<file path="config.mk">
export PLATFORM = sky130hd
export DESIGN_NAME = onehot_rr_arbiter_flat
export DESIGN_NICKNAME = d
export VERILOG_FILES = /design/src/rtl/onehot_rr_arbiter_if.sv /design/src/rtl/onehot_rr_arbiter.sv /design/src/flat_wrapper.sv
export SDC_FILE = /design/constraint.sdc
export NUM_CORES = 1
export LEC_CHECK = 0
export CAP_MARGIN = 20
export CORE_MARGIN = 5
export CORE_UTILIZATION = 45
export DETAILED_ROUTE_END_ITERATION = 10
export GPL_ROUTABILITY_DRIVEN = 0
export PLACE_DENSITY = 0.66
export SLEW_MARGIN = 10
export SYNTH_ARGS = -nofsm -noshare
export SYNTH_HDL_FRONTEND = slang
export SYNTH_SLANG_ARGS = --single-unit
</file>
<file path="constraint.sdc">
create_clock -name clk -period 4.55 [get_ports clk]
set_input_delay 0.455 -clock clk [delete_from_list [all_inputs] [get_ports clk]]
set_output_delay 0.455 -clock clk [all_outputs]
set_load 0.05 [all_outputs]
</file>
<file path="src/rtl/onehot_rr_arbiter_if.sv">
// Request/grant bundle between the requesters and the round-robin arbiter.
// The requesters drive req and done. The arbiter drives the registered grant outputs.
interface onehot_rr_arbiter_if;
  logic [7:0] req;
  logic       done;
  logic [7:0] grant;
  logic [2:0] grant_id;
  logic       grant_valid;

  modport master (
    output req,
    output done,
    input  grant,
    input  grant_id,
    input  grant_valid
  );

  modport slave (
    input  req,
    input  done,
    output grant,
    output grant_id,
    output grant_valid
  );
endinterface

</file>
<file path="src/rtl/onehot_rr_arbiter.sv">
// Eight-way round-robin arbiter with one-hot grant and a bounded hold time.
// After every release the arbiter idles for one cycle before it makes a new grant.
module onehot_rr_arbiter #(
  parameter int unsigned MAX_HOLD = 15
) (
  input logic                clk,
  input logic                rst,
  onehot_rr_arbiter_if.slave bus
);

  localparam logic       StIdle   = 1'b0;
  localparam logic       StGrant  = 1'b1;
  localparam logic [7:0] HoldLast = 8'(MAX_HOLD - 1);

  logic       state_q, state_d;
  logic [2:0] ptr_q, ptr_d;
  logic [2:0] grant_id_q, grant_id_d;
  logic       grant_valid_q, grant_valid_d;
  logic [7:0] grant_q, grant_d;
  logic [7:0] hold_cnt_q, hold_cnt_d;

  logic       pick_found;
  logic [2:0] pick_id;
  logic       release_now;

  // The scan runs from ptr+7 down to ptr, so the set bit closest to ptr wins.
  always_comb begin
    pick_found = 1'b0;
    pick_id    = ptr_q;
    for (int k = 7; k >= 0; k--) begin
      if (bus.req[ptr_q + 3'(k)]) begin
        pick_found = 1'b1;
        pick_id    = ptr_q + 3'(k);
      end
    end
  end

  assign release_now = bus.done | ~bus.req[grant_id_q] | (hold_cnt_q == HoldLast);

  always_comb begin
    state_d       = state_q;
    ptr_d         = ptr_q;
    grant_id_d    = grant_id_q;
    grant_valid_d = grant_valid_q;
    grant_d       = grant_q;
    hold_cnt_d    = hold_cnt_q;
    case (state_q)
      StIdle: begin
        if (pick_found) begin
          state_d       = StGrant;
          grant_id_d    = pick_id;
          grant_valid_d = 1'b1;
          grant_d       = 8'b1 << pick_id;
          hold_cnt_d    = 8'd0;
        end
      end
      StGrant: begin
        hold_cnt_d = hold_cnt_q + 8'd1;
        if (release_now) begin
          state_d       = StIdle;
          grant_valid_d = 1'b0;
          grant_d       = 8'h00;
          ptr_d         = grant_id_q + 3'd1;
        end
      end
    endcase
  end

  always_ff @(posedge clk) begin
    if (rst) begin
      state_q       <= StIdle;
      ptr_q         <= 3'd0;
      grant_id_q    <= 3'd0;
      grant_valid_q <= 1'b0;
      grant_q       <= 8'h00;
      hold_cnt_q    <= 8'd0;
    end else begin
      state_q       <= state_d;
      ptr_q         <= ptr_d;
      grant_id_q    <= grant_id_d;
      grant_valid_q <= grant_valid_d;
      grant_q       <= grant_d;
      hold_cnt_q    <= hold_cnt_d;
    end
  end

  assign bus.grant       = grant_q;
  assign bus.grant_id    = grant_id_q;
  assign bus.grant_valid = grant_valid_q;

endmodule

</file>
<file path="src/flat_wrapper.sv">
// flat-port wrapper written by rule: the top's interface ports become plain ports
module onehot_rr_arbiter_flat 
#(
  parameter int unsigned MAX_HOLD = 15
)
  (clk, rst, bus_req, bus_done, bus_grant, bus_grant_id, bus_grant_valid);
  onehot_rr_arbiter_if bus_i ();
  input logic clk;
  input logic rst;
  input wire logic [$bits(bus_i.req)-1:0] bus_req;
  input wire logic [$bits(bus_i.done)-1:0] bus_done;
  output wire logic [$bits(bus_i.grant)-1:0] bus_grant;
  output wire logic [$bits(bus_i.grant_id)-1:0] bus_grant_id;
  output wire logic [$bits(bus_i.grant_valid)-1:0] bus_grant_valid;
  assign bus_i.req = bus_req;
  assign bus_i.done = bus_done;
  assign bus_grant = bus_i.grant;
  assign bus_grant_id = bus_i.grant_id;
  assign bus_grant_valid = bus_i.grant_valid;
  onehot_rr_arbiter #(.MAX_HOLD(MAX_HOLD)) u_core (.clk(clk), .rst(rst), .bus(bus_i));
endmodule
</file>
==> summary.txt, run 1 <==
Clocking
  • CTS Buf Count: 3
  • CTS tree: done
  • Largest buffer count on any clock path: 2
  • Worst skew pair latency: 0.27 ns
  • CTS H-Tree Depth: 1
  • Post-CTS Resized: 0
  • CTS Hold Bufs: 0
  • Clock-pin slew on the worst setup and hold paths: 0.09 ns
  • Root Buffer: clkbuf_8
  • Sink Count: 24
  • Post-CTS Repair Setup Buffers: 0

Cells and area
  • Commonest non-fill, non-tap cell in the layout: nor2_1
  • N_diodes: 0
  • Layout Nets: 264
  • Most frequent cells in the layout: nor2_1 (37), dfxtp_1 (24), clkdlybuf4s50_1 (22)
  • Layout cells sized above 1: 0.154
  • Layout area overhead: 13.7%

Run
  • Max-capacitance violation count: 0

Setup path
  • Worst path required time: 4.73 ns
  • CP Max Fanout: 18
  • Kind of critical path: reg2reg
  • Worst Setup End Kind: register
  • Crit path DAT: about 3.6 ns
  • Worst Setup Start Kind: register

Timing
  • Hold WS: approximately 0.46 ns
  • FMAX: 293 MHz
  • Tcrit/Tclk final: 0.750
  • Fin. max-slew vios: 0
  • Total negative slack: 0 ns
  • Tightest Pin Transition: 0.746 ns
  • Max Clock Skew: 0.00444 ns
  • RSZ-0062 raised after global routing: no
  • Min cycle time layout: 3.41 ns
  • Final-report hold violation count: 0
  • Rel. slew slack: 0.502
  • Final setup viols: 0

Synthesis
  • Cell Area, Synth: ~2100 sq um
  • Post-Syn Instances: 230
  • Post-synthesis average cell area: 9.34 sq um
  • Register area share after synthesis: 0.224
  • Synth cell types: 56
  • Syn_nets: 246
  • Synth async-reset ratio: 0
  • Synth Register Bits: 24
  • Warnings, synthesis: 0
  • Count of flip-flops with a built-in enable after synthesis: 0
  • Ys flop type: dfxtp_1

Die
  • Die extent in y: 79.1 um
  • FP Rows: 25
  • Top Ports: 23
  • Core Box Area: 4690 sq um
  • Die area: 6260 sq um
  • Initial Util: 0.458
  • Die W: roughly 79 um

Drt
  • Avg Vias per Cell: 6.22
  • Final WL: 5.08 mm
  • Number of detailed-route iterations in the first pass: 4
  • DRT iter0 DRCs: 157
  • Post-route ant nets: 0
  • DR WL/cell: between 15 and 20 um
  • Post-route DRC violation count: 0
  • Total vias in the final route: 1873

Power
  • Power share of the sequential group: 0.236
  • Net load switching power: 0.000531 W
  • Pwr dens: 487 nW/um^2
  • Comb power frac: 0.606
  • IR drop worst, VDD: 0.000237 V
  • Leakage: about 0.88 nW
  • Clock power share: 0.158
  • Sw Ratio: 0.446
  • Internal Pwr Total: 0.000659 W

Global routing
  • Initial antenna violation count: 0
  • First-pass GRT wire length: 8.74 mm
  • Grt total ovfl: 0
  • Vias in the first global route: 1776
  • Overall routing resource usage: 0.173
  • Largest net degree at the start of global routing: 19

Place
  • IO Port Bufs: 22
  • Final HPWL DP: 3.80 mm

Worst hold path
  • Worst hold path class: reg2reg

Run status
  • Result of the run: completed
## synth_stat cells, drive strengths merged (6+ instances only)
cell type,count,area share
a21oi,9,0.023
buf,7,0.031
dfxtp,24,0.22
inv,10,0.017
mux2,8,0.044
mux2i,15,0.077
mux4,15,0.16
nand2,17,0.030
nand3,6,0.014
nor2,37,0.065
o21ai,10,0.025
## cell families (layout without fill, tap and decap cells)
kind of cell / count (synthesis) / count (layout) / share of synthesized area
compound gates: 53 / 53 / 0.201
buf+inv: 22 / 39 / 0.0577
flops: 24 / 24 / 0.224
xor+xnor: 8 / 8 / 0.0326
simple gates: 80 / 80 / 0.171
fa+ha+maj: 5 / 5 / 0.0291
mux: 38 / 38 / 0.285
## registers in the layout, indices dropped and copies added, names as in the netlist
register,flops
u_core.bus.grant_id,3
u_core.ptr_q,3
u_core.hold_cnt_q,8
u_core.bus.grant_valid,1
u_core.state_q,1
u_core.bus.grant,8
## layer usage
layer	wire, um	track usage	part of all wire	vias up
met2	2420	0.274	0.48	45
met3	204	0.0249	0.040	6
li1	-	-	-	902
met4	48	0.0395	0.0095	0
met1	2400	0.249	0.47	920
met5	0	0	0	-
## final timing paths
| path | start | endpoint | slack, ns | cells after the start |
|---|---|---|---|---|
| setup / recovery | u_core.ptr_q[0]$_SDFFE_PP0P_ | u_core.bus.grant[3]$_SDFFE_PP0P_ | 1.14 | 9 |
| hold / removal | u_core.bus.grant[4]$_SDFFE_PP0P_ | u_core.bus.grant[4]$_SDFFE_PP0P_ | 0.46 | 2 |
| setup reg to reg | u_core.ptr_q[0]$_SDFFE_PP0P_ | u_core.bus.grant[3]$_SDFFE_PP0P_ | 1.14 | 9 |
| hold reg to reg | u_core.bus.grant[4]$_SDFFE_PP0P_ | u_core.bus.grant[4]$_SDFFE_PP0P_ | 0.46 | 2 |
## power groups by stage
stage                     combinational (W)  sequential [W]  clock (W)
after floorplan                    0.000512        0.000344          0
after global placement             0.000709        0.000285          0
after detailed placement           0.000715        0.000285          0
after CTS                          0.000718        0.000281   0.000192
after global routing               0.000775        0.000287   0.000201
final                              0.000722        0.000281   0.000188
## per-stage QoR
| stage | utilization | instances | worst slack [ns] | instance area (sq um) | power [W] |
|---|---|---|---|---|---|
| after floorplan | - | 230 | 1.32 | 2150 | 0.000856 |
| after global placement | 0.506 | 297 | 1.27 | 2370 | 0.000994 |
| after detailed placement | 0.506 | 297 | 1.15 | 2370 | 0.00100 |
| after CTS | 0.521 | 301 | 1.12 | 2440 | 0.00119 |
| after global routing | 0.521 | 301 | 0.922 | 2440 | 0.00126 |
| final | 0.521 | 301 | 1.14 | 2440 | 0.00119 |
## final cells by class
type                    count  area (sq um)
repair buffers             25           243
inverters                  10          37.5
fillers                   440          2250
clock buffers               3          41.3
multi-input cells         184          1540
clock inverters             1          30.0
flip-flops and latches     24           480
well taps                  54          67.6
## critical path, stage by stage, from the launching register on
cell	delay, ns
dfxtp_1	0.33
inv_1	0.12
ha_1	0.76
mux2_2	0.41
mux4_2	0.50
a32oi_1	0.22
a21oi_1	0.12
o311ai_2	0.36
o21ai_2	0.16
o41ai_2	0.34
No activity file was read; power rests on OpenSTA's default activity.
==> run 2: changes to the inputs <==
Clock period 4.55 ns to 3.57 ns, I/O delays scaled along.
==> run 2 against run 1 <==
Critical path depth up 1. Non-clock buffer count increased by 3. Worst hold slack better by 0.0026 ns. Flip-flop and latch count is the same. Worst setup slack worse by 0.73 ns. Utilization is 0.13 points higher. Fmax rose by 7.9%. First-iteration DRC count down 13%.
==> summary.txt, run 2 (synthesis gave the netlist of run 1 again) <==
Setup path
  • Crit path max-delay family: compound AO/OA/AOI/OAI gates (unchanged)
  • Slowest CP cell: ha_1 (unchanged)
  • Worst Setup Start Kind: register (unchanged)
  • Kind of critical path: reg2reg (unchanged)
  • Worst Setup End Kind: register (unchanged)
  • Cell-by-cell trace of the critical path: inv_1 > ha_1 > buf_4 > mux2i_1 > mux4_1 > or3_1 > a31o_1 > a21oi_2 > o21ai_2 > o41ai_2 (was inv_1 > ha_1 > mux2_2 > mux4_2 > a32oi_1 > a21oi_1 > o311ai_2 > o21ai_2 > o41ai_2)
  • Slowest stage delay, CP: 0.57 ns (was 0.76 ns)
  • CP Max Fanout: 13 (was 18)
  • WP buf/inv: 2 (was 1)
  • Worst path required time: 3.75 ns (was 4.73 ns)
  • Crit path DAT: 3.34 ns (was 3.59 ns)

Timing
  • Max Clock Skew: 0.00493 ns (was 0.00444 ns)
  • Tightest Pin Transition: 0.672 ns (was 0.746 ns)
  • Min cycle time layout: 3.16 ns (was 3.41 ns)
  • FMAX: 316 MHz (was 293 MHz)
  • Final-report hold violation count: 0 (unchanged)
  • Fin. max-slew vios: 0 (unchanged)
  • Rel. slew slack: 0.549 (was 0.502)
  • Tcrit/Tclk final: 0.887 (was 0.750)
  • Hold WS: 0.462 ns (was 0.459 ns)
  • Final setup viols: 0 (unchanged)
  • RSZ-0062 raised after global routing: no (unchanged)
  • Total negative slack: 0 ns (unchanged)

Power
  • Comb power frac: 0.634 (was 0.606)
  • IR drop worst, VDD: 0.000311 V (was 0.000237 V)
  • Overall Power: 0.00147 W (was 0.00119 W)
  • Pwr dens: 598 nW/um^2 (was 487 nW/um^2)
  • Clock power share: 0.125 (was 0.158)
  • Internal Pwr Total: 0.000797 W (was 0.000659 W)
  • Net load switching power: 0.000668 W (was 0.000531 W)
  • Leakage: 0.891 nW (was 0.883 nW)
  • Power share of the sequential group: 0.241 (was 0.236)
  • Sw Ratio: 0.456 (was 0.446)

Cells and area
  • Finished Cell Area: 2450 sq um (was 2440 sq um)
  • Layout Nets: 267 (was 264)
  • Layout cells sized above 1: 0.164 (was 0.154)
  • N_diodes: 0 (unchanged)
  • Layout area overhead: 14.0% (was 13.7%)
  • Final Util: 0.522 (was 0.521)
  • Most frequent cells in the layout: nor2_1 (37), dfxtp_1 (24), clkdlybuf4s50_1 (22) (unchanged)
  • FILL cells: 432 (was 440)
  • Commonest non-fill, non-tap cell in the layout: nor2_1 (unchanged)

Global routing
  • Vias in the first global route: 1785 (was 1776)
  • Overall routing resource usage: 0.166 (was 0.173)
  • First-pass GRT wire length: 8.40 mm (was 8.74 mm)
  • Largest net degree at the start of global routing: 16 (was 19)
  • Initial antenna violation count: 0 (unchanged)
  • Grt total ovfl: 0 (unchanged)

Place
  • IO Port Bufs: 22 (unchanged)
  • Final HPWL DP: 3.70 mm (was 3.80 mm)
  • Placed instance area: 2390 sq um (was 2370 sq um)

Die
  • Core Box Area: 4690 sq um (unchanged)
  • FP Rows: 25 (unchanged)
  • Initial Util: 0.458 (unchanged)
  • Die extent in y: 79.1 um (unchanged)
  • Die W: 79.1 um (unchanged)
  • Die area: 6260 sq um (unchanged)
  • Top Ports: 23 (unchanged)

Run status
  • Result of the run: completed (unchanged)

Drt
  • Avg Vias per Cell: 6.11 (was 6.22)
  • Total vias in the final route: 1857 (was 1873)
  • Post-route DRC violation count: 0 (unchanged)
  • Post-route ant nets: 0 (unchanged)
  • DR WL/cell: 16.1 um (was 16.9 um)
  • Final WL: 4.89 mm (was 5.08 mm)
  • Number of detailed-route iterations in the first pass: 4 (unchanged)
  • DRT iter0 DRCs: 137 (was 157)

Clocking
  • CTS H-Tree Depth: 1 (unchanged)
  • CTS Hold Bufs: 0 (unchanged)
  • Largest buffer count on any clock path: 2 (unchanged)
  • Root Buffer: clkbuf_8 (unchanged)
  • Sink Count: 24 (unchanged)
  • Post-CTS Repair Setup Buffers: 0 (unchanged)
  • Worst skew pair latency: 0.27 ns (about the same)
  • Clock-pin slew on the worst setup and hold paths: 0.08 ns (was 0.09 ns)
  • CTS Buf Count: 3 (unchanged)
  • CTS tree: done (unchanged)
  • Post-CTS Resized: 0 (unchanged)

Worst hold path
  • Worst hold path class: reg2reg (unchanged)

Run
  • Max-capacitance violation count: 0 (unchanged)
## run 2: cell count changes in the layout (fill, tap and decap cells not counted), sizes merged
cell and delta:
buf +3, bufinv -1, clkbuf +1
## run 2: metrics by stage
| stage | std cells | setup WS, ns |
|---|---|---|
| CTS | 304 | 0.403 |
| floorplan | 230 | 0.336 |
| finish | 304 | 0.405 |
| detailed placement | 300 | 0.403 |
| global placement | 300 | 0.466 |
| global route | 304 | 0.121 |
## run 2: worst reg2reg max path, cell delays in order, from the launching register on
cell	delay (ns)
dfxtp_1	0.33
inv_1	0.06
ha_1	0.57
buf_4	0.25
mux2i_1	0.08
mux4_1	0.54
or3_1	0.36
a31o_1	0.25
a21oi_2	0.18
o21ai_2	0.12
o41ai_2	0.35
## run 2: final timing paths
path	from	to	slack, ns	depth (start not counted)
worst max register to register	u_core.ptr_q[0]$_SDFFE_PP0P_	u_core.bus.grant[3]$_SDFFE_PP0P_	0.41	10
worst min-delay path	u_core.bus.grant[7]$_SDFFE_PP0P_	u_core.bus.grant[7]$_SDFFE_PP0P_	0.46	2
worst max-delay path	u_core.ptr_q[0]$_SDFFE_PP0P_	u_core.bus.grant[3]$_SDFFE_PP0P_	0.41	10
worst min register to register	u_core.bus.grant[7]$_SDFFE_PP0P_	u_core.bus.grant[7]$_SDFFE_PP0P_	0.46	2
## run 2: metal layers
metal,up-vias,global-route usage,share of wire
met5,-,0,0
met3,6,0.0261,0.058
li1,914,-,-
met4,0,0.0430,0.0080
met1,888,0.238,0.46
met2,49,0.260,0.47
## run 2: power groups by stage
stage          Sequential, W  Combinational (W)  Clock [W]
6_report            0.000353           0.000929   0.000184
5_1_grt             0.000360           0.000999   0.000201
4_1_cts             0.000353           0.000924   0.000191
3_5_place_dp        0.000359           0.000923          0
3_3_place_gp        0.000358           0.000921          0
2_1_floorplan       0.000438           0.000653          0
## run 2: layout make-up
| cell class | count | area [sq um] | area share |
|---|---|---|---|
| Timing Repair Buffer | 28 | 265 | 0.108 |
| Sequential cell | 24 | 480 | 0.196 |
| Multi-Input combinational cell | 184 | 1540 | 0.630 |
| Tap cell | 54 | 67.6 | 0.0276 |
| Clock buffer | 4 | 55.1 | 0.0225 |
| Inverter | 10 | 37.5 | 0.0153 |
==> run 3: changes to the inputs <==
Settings changed: CELL_PAD_IN_SITES_DETAIL_PLACEMENT set to 0, CELL_PAD_IN_SITES_GLOBAL_PLACEMENT set to 2, CORE_MARGIN 5 to 1.5, CORE_UTILIZATION 45 to 36, PLACE_DENSITY 0.66 to unset, PLACE_DENSITY_LB_ADDON set to 0.1.
==> run 3 against run 2 <==
Register-to-register slack worse by 0.06 ns. Critical endpoint is now u_core.bus.grant[2]$_SDFFE_PP0P_. Cell count is 6.6% higher. Critical path type unchanged. Worst hold slack got worse by 0.0062 ns.
==> summary.txt, run 3 (synthesis gave the netlist of run 1 again) <==
Timing
  • Fin. max-slew vios: 0 (unchanged)
  • Final setup viols: 0 (unchanged)
  • Rel. slew slack: 0.665 (was 0.549)
  • Min cycle time layout: 3.23 ns (was 3.16 ns)
  • RSZ-0062 raised after global routing: no (unchanged)
  • Final-report hold violation count: 0 (unchanged)
  • Total negative slack: 0 ns (unchanged)
  • Max Clock Skew: 0.00448 ns (was 0.00493 ns)
  • Tcrit/Tclk final: 0.905 (was 0.887)
  • Tightest Pin Transition: 0.501 ns (was 0.672 ns)
  • FMAX: 310 MHz (was 316 MHz)

Clocking
  • Post-CTS Repair Setup Buffers: 0 (unchanged)
  • Largest buffer count on any clock path: 2 (unchanged)
  • Sink Count: 24 (unchanged)
  • Post-CTS Resized: 0 (unchanged)
  • CTS H-Tree Depth: 1 (unchanged)
  • Root Buffer: clkbuf_8 (unchanged)
  • CTS Buf Count: 3 (unchanged)
  • Worst skew pair latency: 0.27 ns (about the same)
  • CTS Hold Bufs: 0 (unchanged)
  • CTS tree: done (unchanged)
  • Clock-pin slew on the worst setup and hold paths: 0.09 ns (was 0.08 ns)

Setup path
  • Worst Setup Start Kind: register (unchanged)
  • Cell-by-cell trace of the critical path: inv_1 > ha_1 > buf_4 > mux2i_1 > mux4_1 > or3_1 > a31o_1 > a21oi_2 > o21ai_2 > o41ai_2 (unchanged)
  • Worst path required time: 3.75 ns (about the same)
  • Worst Setup End Kind: register (unchanged)
  • Slowest CP cell: ha_1 (unchanged)
  • Kind of critical path: reg2reg (unchanged)
  • Crit path DAT: 3.41 ns (was 3.34 ns)
  • Slowest stage delay, CP: 0.58 ns (was 0.57 ns)
  • CP Max Fanout: 13 (unchanged)

Global routing
  • Initial antenna violation count: 0 (unchanged)
  • Vias in the first global route: 1714 (was 1785)
  • GR Layer Usage met3: 0.0420 (was 0.0261)
  • Grt total ovfl: 0 (unchanged)
  • Largest net degree at the start of global routing: 16 (unchanged)
  • Met2 Track Usage GR: 0.271 (was 0.260)
  • First-pass GRT wire length: 9.29 mm (was 8.40 mm)
  • GR Util met1: 0.285 (was 0.238)
  • Busiest grt layer: met1 (was met2)
  • Overall routing resource usage: 0.186 (was 0.166)

Drt
  • Avg Vias per Cell: 5.63 (was 6.11)
  • Total vias in the final route: 1825 (was 1857)
  • DRT iter0 DRCs: 183 (was 137)
  • Final WL: 5.48 mm (was 4.89 mm)
  • Post-route DRC violation count: 0 (unchanged)
  • Post-route ant nets: 0 (unchanged)
  • Number of detailed-route iterations in the first pass: 4 (unchanged)
  • DR WL/cell: 16.9 um (was 16.1 um)

Power
  • Comb power frac: 0.615 (was 0.634)
  • Sw Ratio: 0.449 (was 0.456)
  • IR drop worst, VDD: 0.000204 V (was 0.000311 V)
  • Internal Pwr Total: 0.000853 W (was 0.000797 W)
  • Power share of the sequential group: 0.229 (was 0.241)
  • Pwr dens: 618 nW/um^2 (was 598 nW/um^2)
  • Net load switching power: 0.000694 W (was 0.000668 W)
  • Clock power share: 0.157 (was 0.125)
  • Leakage: 0.907 nW (was 0.891 nW)

Place
  • Placed instance area: 2430 sq um (was 2390 sq um)
  • Final HPWL DP: 4.11 mm (was 3.70 mm)
  • IO Port Bufs: 22 (unchanged)

Die
  • Die extent in y: 80.3 um (was 79.1 um)
  • Die area: 6440 sq um (was 6260 sq um)
  • Top Ports: 23 (unchanged)
  • Die W: 80.3 um (was 79.1 um)
  • Initial Util: 0.381 (was 0.458)
  • FP Rows: 27 (was 25)
  • Core Box Area: 5640 sq um (was 4690 sq um)

Cells and area
  • Layout Nets: 269 (was 267)
  • Finished Cell Area: 2500 sq um (was 2450 sq um)
  • Storage cell area: 480 sq um (unchanged)
  • Layout cells sized above 1: 0.171 (was 0.164)
  • Final Util: 0.444 (was 0.522)
  • FILL cells: 552 (was 432)
  • Multi-input gate area: 1540 sq um (unchanged)
  • Most frequent cells in the layout: nor2_1 (37), dfxtp_1 (24), clkdlybuf4s50_1 (22) (unchanged)
  • N_diodes: 0 (unchanged)
  • Commonest non-fill, non-tap cell in the layout: nor2_1 (unchanged)
  • Layout area overhead: 16.5% (was 14.0%)

Run status
  • Result of the run: completed (unchanged)

Worst hold path
  • Worst hold path class: reg2reg (unchanged)

Run
  • Max-capacitance violation count: 0 (unchanged)
[run 3: cell count changes in the layout (fill, tap and decap cells not counted), sizes merged]
cell    change
buf         +2
clkbuf      -1
bufinv      +1
[run 3: worst max-delay path: cells and delay by family (launching register included)]
kind,cells,cell delay (ns)
AO/OA/AOI/OAI,4,0.90
adder cells (fa/ha/maj),1,0.58
multiplexers,2,0.64
flip-flops,1,0.34
AND/OR/NAND/NOR,1,0.37
buffers and inverters,2,0.30
[run 3: final timing paths]
check,start,end,slack (ns),cells past startpoint
min,u_core.bus.grant[0]$_SDFFE_PP0P_,u_core.bus.grant[0]$_SDFFE_PP0P_,0.46,2
max,u_core.ptr_q[0]$_SDFFE_PP0P_,u_core.bus.grant[2]$_SDFFE_PP0P_,0.34,10
max reg2reg,u_core.ptr_q[0]$_SDFFE_PP0P_,u_core.bus.grant[2]$_SDFFE_PP0P_,0.34,10
min reg2reg,u_core.bus.grant[0]$_SDFFE_PP0P_,u_core.bus.grant[0]$_SDFFE_PP0P_,0.46,2
[run 3: power by group through the flow]
stage / Combinational (W) / Sequential, W / Clock, W
CTS: 0.000954 / 0.000355 / 0.000247
global placement: 0.000960 / 0.000362 / 0
detailed placement: 0.000951 / 0.000360 / 0
finish: 0.000951 / 0.000354 / 0.000242
floorplan: 0.000653 / 0.000438 / 0
global route: 0.00104 / 0.000361 / 0.000262
[run 3: per-layer routing]
layer,wire (um),vias to the layer above
met3,358,5
met2,2340,54
met5,0,-
met4,26,0
met1,2760,849
li1,-,917
[run 3: per-stage QoR]
| stage | hold WS, ns | std cells | power [W] | setup slack (ns) |
|---|---|---|---|---|
| finish | 0.455 | 324 | 0.00155 | 0.341 |
| global route | 0.492 | 324 | 0.00166 | 0.129 |
| CTS | 0.459 | 324 | 0.00156 | 0.337 |
| detailed placement | 0.435 | 320 | 0.00131 | 0.349 |
| global placement | 0.434 | 320 | 0.00132 | 0.351 |
| floorplan | 0.472 | 230 | 0.00109 | 0.336 |
[run 3: final cells by class]
class / instances / share of cell area
clock inverters: 1 / 0.0120
clock buffers: 3 / 0.0165
well taps: 72 / 0.0360
multi-input cells: 184 / 0.617
flip-flops and latches: 24 / 0.192
repair buffers: 30 / 0.112
inverters: 10 / 0.0150
